File: src/rtl/nn_pkg.sv
// Shared constants and encodings for the NN pattern feeder.
// Word width, stream length, response timeout, FSM states and load-target selects.
package nn_pkg;

  localparam int NN_DATA_W  = 32;
  localparam int NN_N_ELEM  = 9;
  localparam int NN_TIMEOUT = 300;

  typedef enum logic [1:0] {
    IDLE = 2'd0,
    SEND = 2'd1,
    WAIT = 2'd2,
    RECV = 2'd3
  } state_t;

  localparam logic [1:0] SEL_U = 2'd0;
  localparam logic [1:0] SEL_W = 2'd1;
  localparam logic [1:0] SEL_V = 2'd2;
  localparam logic [1:0] SEL_X = 2'd3;

endpackage

File: src/rtl/nn_feeder_buf.sv
// One pattern stream buffer: N_ELEM words written in order through a
// saturating pointer, with a full flag and an indexed combinational read.
module nn_feeder_buf
  import nn_pkg::*;
#(
  parameter int DATA_W = NN_DATA_W,
  parameter int N_ELEM = NN_N_ELEM,
  parameter int PTR_W  = $clog2(NN_N_ELEM + 1)
) (
  input  logic              clk,
  input  logic              rst_n,
  input  logic              clr,
  input  logic              wr_en,
  input  logic [DATA_W-1:0] wr_data,
  input  logic [PTR_W-1:0]  rd_idx,
  output logic [DATA_W-1:0] rd_data,
  output logic              full
);

  logic [DATA_W-1:0] mem_r [N_ELEM];
  logic [PTR_W-1:0]  ptr_r;
  logic              wr_ok_s;

  assign full    = (ptr_r == PTR_W'(N_ELEM));
  assign wr_ok_s = wr_en & ~full;

  // write pointer: cleared after a completed transaction, saturates at N_ELEM
  always_ff @(posedge clk) begin
    if (!rst_n) begin
      ptr_r <= PTR_W'(0);
    end else if (clr) begin
      ptr_r <= PTR_W'(0);
    end else if (wr_ok_s) begin
      ptr_r <= ptr_r + PTR_W'(1);
    end
  end

  // storage array, deliberately not reset
  always_ff @(posedge clk) begin
    if (wr_ok_s) begin
      mem_r[ptr_r] <= wr_data;
    end
  end

  // indexed read, zero outside the stored range
  always_comb begin
    if (rd_idx < PTR_W'(N_ELEM)) begin
      rd_data = mem_r[rd_idx];
    end else begin
      rd_data = DATA_W'(0);
    end
  end

endmodule

File: src/rtl/nn_feeder.sv
// NN pattern feeder: buffers one U/W/V/X pattern from the host, streams it to
// the NN core, then collects the N_ELEM-beat result with a response timeout.
module nn_feeder
  import nn_pkg::*;
#(
  parameter int DATA_W  = NN_DATA_W,
  parameter int N_ELEM  = NN_N_ELEM,
  parameter int TIMEOUT = NN_TIMEOUT
) (
  input  logic                     clk,
  input  logic                     rst_n,
  input  logic                     ld_valid,
  input  logic [1:0]               ld_sel,
  input  logic [DATA_W-1:0]        ld_data,
  output logic                     ld_ready,
  input  logic                     start,
  output logic                     busy,
  output logic                     in_valid_u,
  output logic                     in_valid_w,
  output logic                     in_valid_v,
  output logic                     in_valid_x,
  output logic [DATA_W-1:0]        weight_u,
  output logic [DATA_W-1:0]        weight_w,
  output logic [DATA_W-1:0]        weight_v,
  output logic [DATA_W-1:0]        data_x,
  input  logic                     out_valid,
  input  logic [DATA_W-1:0]        out,
  output logic [DATA_W*N_ELEM-1:0] res_data,
  output logic                     done,
  output logic                     timeout
);

  localparam int ELEM_W = $clog2(N_ELEM + 1);
  localparam int CNT_W  = $clog2(TIMEOUT + 1);

  state_t             state_r, state_nxt_s;
  logic [ELEM_W-1:0]  elem_r, elem_nxt_s;
  logic [ELEM_W-1:0]  idx_r, idx_nxt_s;
  logic [CNT_W-1:0]   wait_cnt_r, wait_cnt_nxt_s;
  logic               timeout_r, timeout_nxt_s;
  logic               done_r, done_nxt_s;
  logic               send_nxt_s;
  logic               clr_ptr_s;
  logic               cap_en_s;
  logic [ELEM_W-1:0]  cap_idx_s;
  logic [3:0]         wr_en_s;
  logic [3:0]         full_s;
  logic [DATA_W-1:0]  rd_u_s, rd_w_s, rd_v_s, rd_x_s;
  logic               in_valid_r;
  logic               busy_r, ld_ready_r;
  logic [DATA_W-1:0]  weight_u_r, weight_w_r, weight_v_r, data_x_r;
  logic [DATA_W-1:0]  res_r [N_ELEM];

  // host writes are steered to one buffer, and only while idle
  always_comb begin
    wr_en_s = 4'b0000;
    if ((state_r == IDLE) && ld_valid) begin
      case (ld_sel)
        SEL_U:   wr_en_s = 4'b0001;
        SEL_W:   wr_en_s = 4'b0010;
        SEL_V:   wr_en_s = 4'b0100;
        SEL_X:   wr_en_s = 4'b1000;
        default: wr_en_s = 4'b0000;
      endcase
    end else begin
      wr_en_s = 4'b0000;
    end
  end

  nn_feeder_buf #(.DATA_W(DATA_W), .N_ELEM(N_ELEM), .PTR_W(ELEM_W)) u_buf_u (
    .clk(clk), .rst_n(rst_n), .clr(clr_ptr_s), .wr_en(wr_en_s[0]), .wr_data(ld_data),
    .rd_idx(elem_nxt_s), .rd_data(rd_u_s), .full(full_s[0]));

  nn_feeder_buf #(.DATA_W(DATA_W), .N_ELEM(N_ELEM), .PTR_W(ELEM_W)) u_buf_w (
    .clk(clk), .rst_n(rst_n), .clr(clr_ptr_s), .wr_en(wr_en_s[1]), .wr_data(ld_data),
    .rd_idx(elem_nxt_s), .rd_data(rd_w_s), .full(full_s[1]));

  nn_feeder_buf #(.DATA_W(DATA_W), .N_ELEM(N_ELEM), .PTR_W(ELEM_W)) u_buf_v (
    .clk(clk), .rst_n(rst_n), .clr(clr_ptr_s), .wr_en(wr_en_s[2]), .wr_data(ld_data),
    .rd_idx(elem_nxt_s), .rd_data(rd_v_s), .full(full_s[2]));

  nn_feeder_buf #(.DATA_W(DATA_W), .N_ELEM(N_ELEM), .PTR_W(ELEM_W)) u_buf_x (
    .clk(clk), .rst_n(rst_n), .clr(clr_ptr_s), .wr_en(wr_en_s[3]), .wr_data(ld_data),
    .rd_idx(elem_nxt_s), .rd_data(rd_x_s), .full(full_s[3]));

  // next-state, counters, capture strobes and error/done decisions
  always_comb begin
    state_nxt_s    = state_r;
    elem_nxt_s     = elem_r;
    idx_nxt_s      = idx_r;
    wait_cnt_nxt_s = wait_cnt_r;
    timeout_nxt_s  = timeout_r;
    done_nxt_s     = 1'b0;
    send_nxt_s     = 1'b0;
    clr_ptr_s      = 1'b0;
    cap_en_s       = 1'b0;
    cap_idx_s      = idx_r;
    case (state_r)
      IDLE: begin
        // start sees the pointers as they were before any same-cycle write
        if (start && (&full_s)) begin
          state_nxt_s   = SEND;
          elem_nxt_s    = ELEM_W'(0);
          send_nxt_s    = 1'b1;
          timeout_nxt_s = 1'b0;
        end else begin
          state_nxt_s = IDLE;
        end
      end
      SEND: begin
        if (out_valid) begin
          timeout_nxt_s = 1'b1;
        end else begin
          timeout_nxt_s = timeout_r;
        end
        if (elem_r == ELEM_W'(N_ELEM - 1)) begin
          elem_nxt_s = ELEM_W'(0);
          if (timeout_r || out_valid) begin
            state_nxt_s = IDLE;
          end else begin
            state_nxt_s    = WAIT;
            wait_cnt_nxt_s = CNT_W'(0);
          end
        end else begin
          elem_nxt_s = elem_r + ELEM_W'(1);
          send_nxt_s = 1'b1;
        end
      end
      WAIT: begin
        if (out_valid) begin
          cap_en_s    = 1'b1;
          cap_idx_s   = ELEM_W'(0);
          idx_nxt_s   = ELEM_W'(1);
          state_nxt_s = RECV;
        end else if (wait_cnt_r == CNT_W'(TIMEOUT - 1)) begin
          timeout_nxt_s = 1'b1;
          state_nxt_s   = IDLE;
        end else begin
          wait_cnt_nxt_s = wait_cnt_r + CNT_W'(1);
        end
      end
      RECV: begin
        if (out_valid) begin
          cap_en_s  = 1'b1;
          cap_idx_s = idx_r;
          if (idx_r == ELEM_W'(N_ELEM - 1)) begin
            done_nxt_s  = 1'b1;
            clr_ptr_s   = 1'b1;
            idx_nxt_s   = ELEM_W'(0);
            state_nxt_s = IDLE;
          end else begin
            idx_nxt_s = idx_r + ELEM_W'(1);
          end
        end else begin
          idx_nxt_s = idx_r;
        end
      end
      default: begin
        state_nxt_s = IDLE;
      end
    endcase
  end

  // FSM state, counters and status flags
  always_ff @(posedge clk) begin
    if (!rst_n) begin
      state_r    <= IDLE;
      elem_r     <= ELEM_W'(0);
      idx_r      <= ELEM_W'(0);
      wait_cnt_r <= CNT_W'(0);
      timeout_r  <= 1'b0;
      done_r     <= 1'b0;
      busy_r     <= 1'b0;
      ld_ready_r <= 1'b1;
    end else begin
      state_r    <= state_nxt_s;
      elem_r     <= elem_nxt_s;
      idx_r      <= idx_nxt_s;
      wait_cnt_r <= wait_cnt_nxt_s;
      timeout_r  <= timeout_nxt_s;
      done_r     <= done_nxt_s;
      busy_r     <= (state_nxt_s != IDLE);
      ld_ready_r <= (state_nxt_s == IDLE);
    end
  end

  // NN-side beat registers: element k is presented in SEND cycle k, zero otherwise
  always_ff @(posedge clk) begin
    if (!rst_n) begin
      in_valid_r <= 1'b0;
      weight_u_r <= DATA_W'(0);
      weight_w_r <= DATA_W'(0);
      weight_v_r <= DATA_W'(0);
      data_x_r   <= DATA_W'(0);
    end else if (send_nxt_s) begin
      in_valid_r <= 1'b1;
      weight_u_r <= rd_u_s;
      weight_w_r <= rd_w_s;
      weight_v_r <= rd_v_s;
      data_x_r   <= rd_x_s;
    end else begin
      in_valid_r <= 1'b0;
      weight_u_r <= DATA_W'(0);
      weight_w_r <= DATA_W'(0);
      weight_v_r <= DATA_W'(0);
      data_x_r   <= DATA_W'(0);
    end
  end

  // result capture, one word per accepted out_valid beat
  always_ff @(posedge clk) begin
    if (!rst_n) begin
      for (int k = 0; k < N_ELEM; k++) begin
        res_r[k] <= DATA_W'(0);
      end
    end else if (cap_en_s) begin
      res_r[cap_idx_s] <= out;
    end
  end

  for (genvar g = 0; g < N_ELEM; g++) begin : g_res
    assign res_data[g*DATA_W +: DATA_W] = res_r[g];
  end

  assign in_valid_u = in_valid_r;
  assign in_valid_w = in_valid_r;
  assign in_valid_v = in_valid_r;
  assign in_valid_x = in_valid_r;
  assign weight_u   = weight_u_r;
  assign weight_w   = weight_w_r;
  assign weight_v   = weight_v_r;
  assign data_x     = data_x_r;
  assign busy       = busy_r;
  assign ld_ready   = ld_ready_r;
  assign done       = done_r;
  assign timeout    = timeout_r;

endmodule
File: config.mk
export PLATFORM = sky130hd
export DESIGN_NAME = nn_feeder
export DESIGN_NICKNAME = d
export VERILOG_FILES = /design/src/rtl/nn_pkg.sv /design/src/rtl/nn_feeder_buf.sv /design/src/rtl/nn_feeder.sv
export SDC_FILE = /design/constraint.sdc
export NUM_CORES = 2
export LEC_CHECK = 0
export ABC_CLOCK_PERIOD_IN_PS = 5600
export BUFFER_PORTS_ARGS = -buffer_cell sky130_fd_sc_hd__clkbuf_2
export CAP_MARGIN = 15
export CORE_UTILIZATION = 59
export CTS_CLUSTER_DIAMETER = 200
export DETAILED_ROUTE_END_ITERATION = 8
export GPL_TIMING_DRIVEN = 0
export PLACE_DENSITY = 0.79
export SYNTH_ARGS = -nofsm -noshare
export SYNTH_HDL_FRONTEND = slang
export SYNTH_SLANG_ARGS = --single-unit
File: constraint.sdc
create_clock -name clk -period 5.6 [get_ports clk]
set_input_delay 1.12 -clock clk [delete_from_list [all_inputs] [get_ports clk]]
set_output_delay 1.12 -clock clk [all_outputs]
set_load 0.05 [all_outputs]
Word level (Yosys, flattened, before mapping) --
Memories as Yosys holds them, arrays and structs flattened. A register that Yosys moved wholly into a read port is not among the register bits. Index checks and enable logic that the tools add are counted.
Storage, ports and cells: input bits 71, RAM bits 1440, memories kept 5, register bits 40, word-level logic and storage cells 132
Memories:
- res_r | depth 9, bits a word 32, read ports 9, clocked after memory_dff 0, write ports 9, RTL line nn_feeder.sv:52 | logic [DATA_W-1:0] res_r [N_ELEM];
- u_buf_u.mem_r | depth 9, bits a word 32, read ports 1, clocked after memory_dff 1, write ports 1, RTL line nn_feeder_buf.sv:20 | logic [DATA_W-1:0] mem_r [N_ELEM];
- u_buf_v.mem_r | depth 9, bits a word 32, read ports 1, clocked after memory_dff 1, write ports 1, RTL line nn_feeder_buf.sv:20
- u_buf_w.mem_r | depth 9, bits a word 32, read ports 1, clocked after memory_dff 1, write ports 1, RTL line nn_feeder_buf.sv:20
- u_buf_x.mem_r | depth 9, bits a word 32, read ports 1, clocked after memory_dff 1, write ports 1, RTL line nn_feeder_buf.sv:20
Cells by class: mux-type cells 53, bitwise operators 9, $add $sub $neg 7, reductions and logical operators 22, equality and inequality tests 22, magnitude comparators 1
Operators with widths (number):
- $mux W4 | 9
- $mux W9 | 4
- $mux W32 | 1
- $reduce_or A32 Y1 | 1
- $mux W1 | 26
- $add A4 B1 Y4 const B | 6
- $eq A4 B4 Y1 const B | 6
- $pmux W9 S2 | 1
- $ne A2 B2 Y1 const B | 8
- $pmux W4 S2 | 2
- $pmux W4 S4 | 1
- $mux W2 | 6
- $reduce_and A5 Y1 | 2
- $add A9 B1 Y9 const B | 1
- $eq A9 B9 Y1 const B | 1
- $eq A2 B2 Y1 const B | 4
- $pmux W2 S4 | 1
- $logic_not A2 Y1 | 3
- $reduce_and A3 Y1 | 2
- $reduce_bool A2 Y1 | 3
- $not A1 Y1 | 5
- $and A1 B1 Y1 | 4
- $eq A2 B1 Y1 const B | 2
- $logic_not A1 Y1 | 4
- 9 further kinds | 11

Longest topological paths before layout --
word-level depth 8, mapped depth 12, mapped depth without buffers 8

Hierarchy --
A second synthesis with hierarchy kept.
Second synthesis, totals: cell total of the unflattened synthesis 3524, area, all modules 61561.5 um2
By module, submodules not included:
- nn_feeder_buf at u_buf_u ... | instances 2, area each 11512.3 um2, cells each 609
- nn_feeder_buf at u_buf_w ... | instances 2, area each 11431.0 um2, cells each 613
- nn_feeder | instances 1, area each 15675.0 um2, cells each 1080

Worst setup path after synthesis --
No wires, ideal clock.
kind in2reg, from input out_valid, to memory res_r[7][0] (netlist name), enable pin, library setup time 0.466 ns, path slack 0.955 ns, data required time 5.134 ns, arrival 4.179 ns, stages 6, path through and2_1 > clkbuf_1 > nand2_1 > a21oi_1 > nand3b_1 > o21ai_0
RTL lines:
- start: declaration | RTL line nn_feeder.sv:26 | input logic out_valid,
- end: declaration | RTL line nn_feeder.sv:52

Worst setup path after layout --
from register u_buf_w.ptr_r[0], to register data_x_r[20], in the netlist data_x[20] (read register of u_buf_x.mem_r)
On the way: cells in the longest elaborated chain, start to end 8
Ends and longest elaborated chain:
- start: declaration | RTL line nn_feeder_buf.sv:21 | logic [PTR_W-1:0] ptr_r;
- start signal: assignment | RTL line nn_feeder_buf.sv:34 | ptr_r <= ptr_r + PTR_W'(1);
- $eq A4 B4 Y1 * | RTL line nn_feeder_buf.sv:24 | assign full = (ptr_r == PTR_W'(N_ELEM));
- $reduce_and A4 Y1 * | RTL line nn_feeder.sv:101 | if (start && (&full_s)) begin
- $logic_and A1 B1 Y1 * | RTL line nn_feeder.sv:101
- $mux W4 | RTL line nn_feeder.sv:101
- $pmux W4 S2 | RTL line nn_feeder.sv:98 | case (state_r)
- $lt A4 B4 Y1 | RTL line nn_feeder_buf.sv:47 | if (rd_idx < PTR_W'(N_ELEM)) begin
- $reduce_and A3 Y1 (no line)
- $logic_not A1 Y1 (no line)
- end: declaration | RTL line nn_feeder.sv:51 | logic [DATA_W-1:0] weight_u_r, weight_w_r, weight_v_r, data_x_r;
Mark *: on every way between the ends. The rest lies on a longest branch, timed or not. A chain may end at the register's enable or synchronous reset.

==> impl_metrics.yaml <==
run_status:
  run_status: "complete, no violations"
worst_setup_path:
  crit_required_ns: 6.15
  setup.worst_path.class: "flop to flop"
  worst_ep_arrival_time_ns: 5.13
  setup.worst_path.start_class: "flop"
  crit_fanout: 10
  endpoint_kind: "flop"
layout:
  fin_nets: 4186
  design_area_um2: 70800
  post_route_cells_drive_above_1_share: 0.219
  postLayoutCoreUtil: 0.696
  area.growth.synth_to_final_pct: 16.8
  layout.filler_cells: 6159
yosys:
  synth_top_area_frac: 0.713
  netlist_top_cells_count: "sky130_fd_sc_hd__edfxtp_1 (1440), sky130_fd_sc_hd__mux2i_1 (520), sky130_fd_sc_hd__and2_1 (326)"
  synth_top_flop_cell: "sky130_fd_sc_hd__edfxtp_1"
  synth_nets: 3499
  synth_async_sr_flop_share: 0
  ys_warn_count: 0
  synth.distinct_cells: 56
  synth_seq_cells: 1608
  synthCells: 3403
  yosysMostFrequentCell: "sky130_fd_sc_hd__edfxtp_1"
  yosys.area.top_type: "sky130_fd_sc_hd__edfxtp_1"
  synth_sequential_area_ratio: 0.769
  netlist_top_cells_area: "sky130_fd_sc_hd__edfxtp_1 (71%), sky130_fd_sc_hd__mux2i_1 (8.6%), sky130_fd_sc_hd__dfxtp_1 (5.5%), sky130_fd_sc_hd__o22a_1 (3.7%), sky130_fd_sc_hd__and2_1 (3.4%)"
  summed_instance_area_of_the_synthesized_netlist_um2: 60600
  syn-mean-instance-area_um2: 17.8
  synth_enable_flop_cells: 1440
routing:
  route.final.wire_length_mm: 156
  drt-pass1-iter-count: 5
  num_vias: 34062
  number_of_drc_violations_after_detailed_routing: 0
  drt-vias-per-instance: 6.09
  ant_nets: 0
  drt-initial-drc-count: 3788
  detail_route.wl_per_cell_um: 27.8
sta:
  final.hold.worst_slack_ns: 0.516
  timing.final.setup_violations: 0
  rsz_0062_raised_after_global_routing: "false"
  period_share: 0.817
  timing_worst_slew_pin_value_ns: 1.23
  fin_worst_skew_ns: 0.0393
  worst_slew_margin_rel: 0.179
  fin_ws_ns: 1.02
  finalCriticalPeriod_ns: 4.58
  max_freq_ghz: 0.218
  finalHoldViolCount: 0
  timing.final.max_slew_violations: 0
global_route:
  total_gr_overflow: 0
  grt_max_degree: 37
  grt_first_pass_wirelength_mm: 220
  number_of_global_route_vias_before_repair: 33039
  grt.total_usage: 0.296
  grt_antenna_before_repair: 11
placement:
  detailedPlacementHpwl_mm: 98.2
  portBuffers: 494
  place_area_um2: 65700
  placer_congestion: 0.845
  dp_worst_setup_slack_ns: 0.936
floorplanning:
  initial_core_util: 0.596
  placeable_core_region_um2: 102000
  fp-row-count: 117
  die-area_um2: 104000
  chipHeight_um: 323
  ios: 495
  die-width_um: 323
cts:
  number_of_buffers_on_the_longest_clock_path: 3
  postCtsSetupRepairBufs: 0
  htreeDepth: 4
  cts_root_buf: "sky130_fd_sc_hd__clkbuf_16"
  tritoncts_clock_tree: "built"
  postCtsHoldBufs: 0
  cts_resized: 0
  tritoncts.num_buffers: 154
  clock-sinks: 1608
  cts.reportedPaths.clkPinSlew_ns: 0.06
  clkLatencyLatePin_ns: 0.78
run:
  max_cap_violations: 0
pwr:
  ir_drop_mv: 0.359
  p_per_area_nw_per_um2: 345
  power_leakage_nw: 25.5
worst_hold_path:
  holdCritPathClass: "flop to flop"
[report_power, final]
group          leakage [nW]  internal, W  switching, W
Sequential             14.5       0.0132     0.0000487
Clock                  2.48      0.00579       0.00450
Combinational          8.58     0.000142      0.000769
[critical path: stages, from the launching register on]
cell                       delay (ns)
sky130_fd_sc_hd__dfxtp_1         0.46
sky130_fd_sc_hd__ha_1            0.24
sky130_fd_sc_hd__and3b_1         0.45
sky130_fd_sc_hd__nand4_1         0.19
sky130_fd_sc_hd__a32oi_1         0.68
sky130_fd_sc_hd__clkbuf_1        0.53
sky130_fd_sc_hd__buf_8           0.25
sky130_fd_sc_hd__clkbuf_1        0.52
sky130_fd_sc_hd__nor2_1          0.10
sky130_fd_sc_hd__a311oi_1        0.90
[worst paths after layout]
check | from | end | slack, ns | cells past startpoint
max | u_buf_w.ptr_r[0] | data_x[20] | 1.02 | 9
min | wait_cnt_r[8] | wait_cnt_r[8] | 0.52 | 2
max reg2reg | u_buf_w.ptr_r[0] | data_x[20] | 1.02 | 9
min reg2reg | wait_cnt_r[8] | wait_cnt_r[8] | 0.52 | 2
[logic make-up (layout without fill, tap and decap cells)]
kind of cell / Yosys count / after routing / share of synthesized area
other: 0 / 4 / 0
XOR/XNOR: 17 / 17 / 0.00246
AND/OR/NAND/NOR: 589 / 589 / 0.0535
buffers and inverters: 213 / 1032 / 0.0196
multiplexers: 520 / 520 / 0.0859
AO/OA/AOI/OAI: 431 / 431 / 0.0645
flip-flops: 1608 / 1608 / 0.769
adder cells (fa/ha/maj): 25 / 25 / 0.00516
[cell type report]
type	instances	area, µm²	share of cell area
Antenna cell	4	10.0	0.000141
Buffer	195	1120	0.0158
Clock buffer	219	4370	0.0617
Clock inverter	69	701	0.00990
Inverter	18	67.6	0.000955
Multi-Input combinational cell	1582	12900	0.183
Sequential cell	1608	46600	0.658
Tap cell	1368	1710	0.0242
Timing Repair Buffer	531	3250	0.0459
[flip-flops by register name, indices dropped and copies added, names as in the netlist, 9 cells and up]
name	count
weight_u	32
u_buf_w.mem_r	288
u_buf_v.mem_r	288
res_r	288
u_buf_u.mem_r	288
weight_w	32
u_buf_x.mem_r	288
weight_v	32
wait_cnt_r	9
data_x	32
[cells in the final DEF, fill, tap and decap left out, drive strengths merged, types with 6 or more instances in the layout]
| cell type | instances |
|---|---|
| clkbuf | 826 |
| nor2 | 168 |
| inv | 26 |
| a21oi | 10 |
| o22a | 255 |
| xnor2 | 9 |
| mux2i | 520 |
| and2 | 326 |
| nand3 | 8 |
| buf | 119 |
| nor2b | 10 |
| nand4 | 6 |
| ha | 25 |
| a311oi | 127 |
| clkinv | 53 |
| dfxtp | 168 |
| nand2 | 27 |
| bufinv | 6 |
| nor3 | 7 |
| edfxtp | 1440 |
| xor2 | 8 |
| o21ai | 18 |
[per-layer routing]
metal  GRT usage  routed length, µm
met1       0.364              56000
met2       0.496              77000
met3      0.0534              13900
met4       0.168               8690
met5           0                 85
[per-stage QoR]
| step | total power [W] | std cells | setup TNS [ns] |
|---|---|---|---|
| detailed placement | 0.0144 | 5301 | 0 |
| global route | 0.0250 | 5590 | 0 |
| CTS | 0.0245 | 5589 | 0 |
| global placement | 0.0144 | 5265 | -171.70 |
| floorplan | 0.0140 | 3403 | 0 |
| finish | 0.0245 | 5594 | 0 |
(Power assumes the default switching activity.)
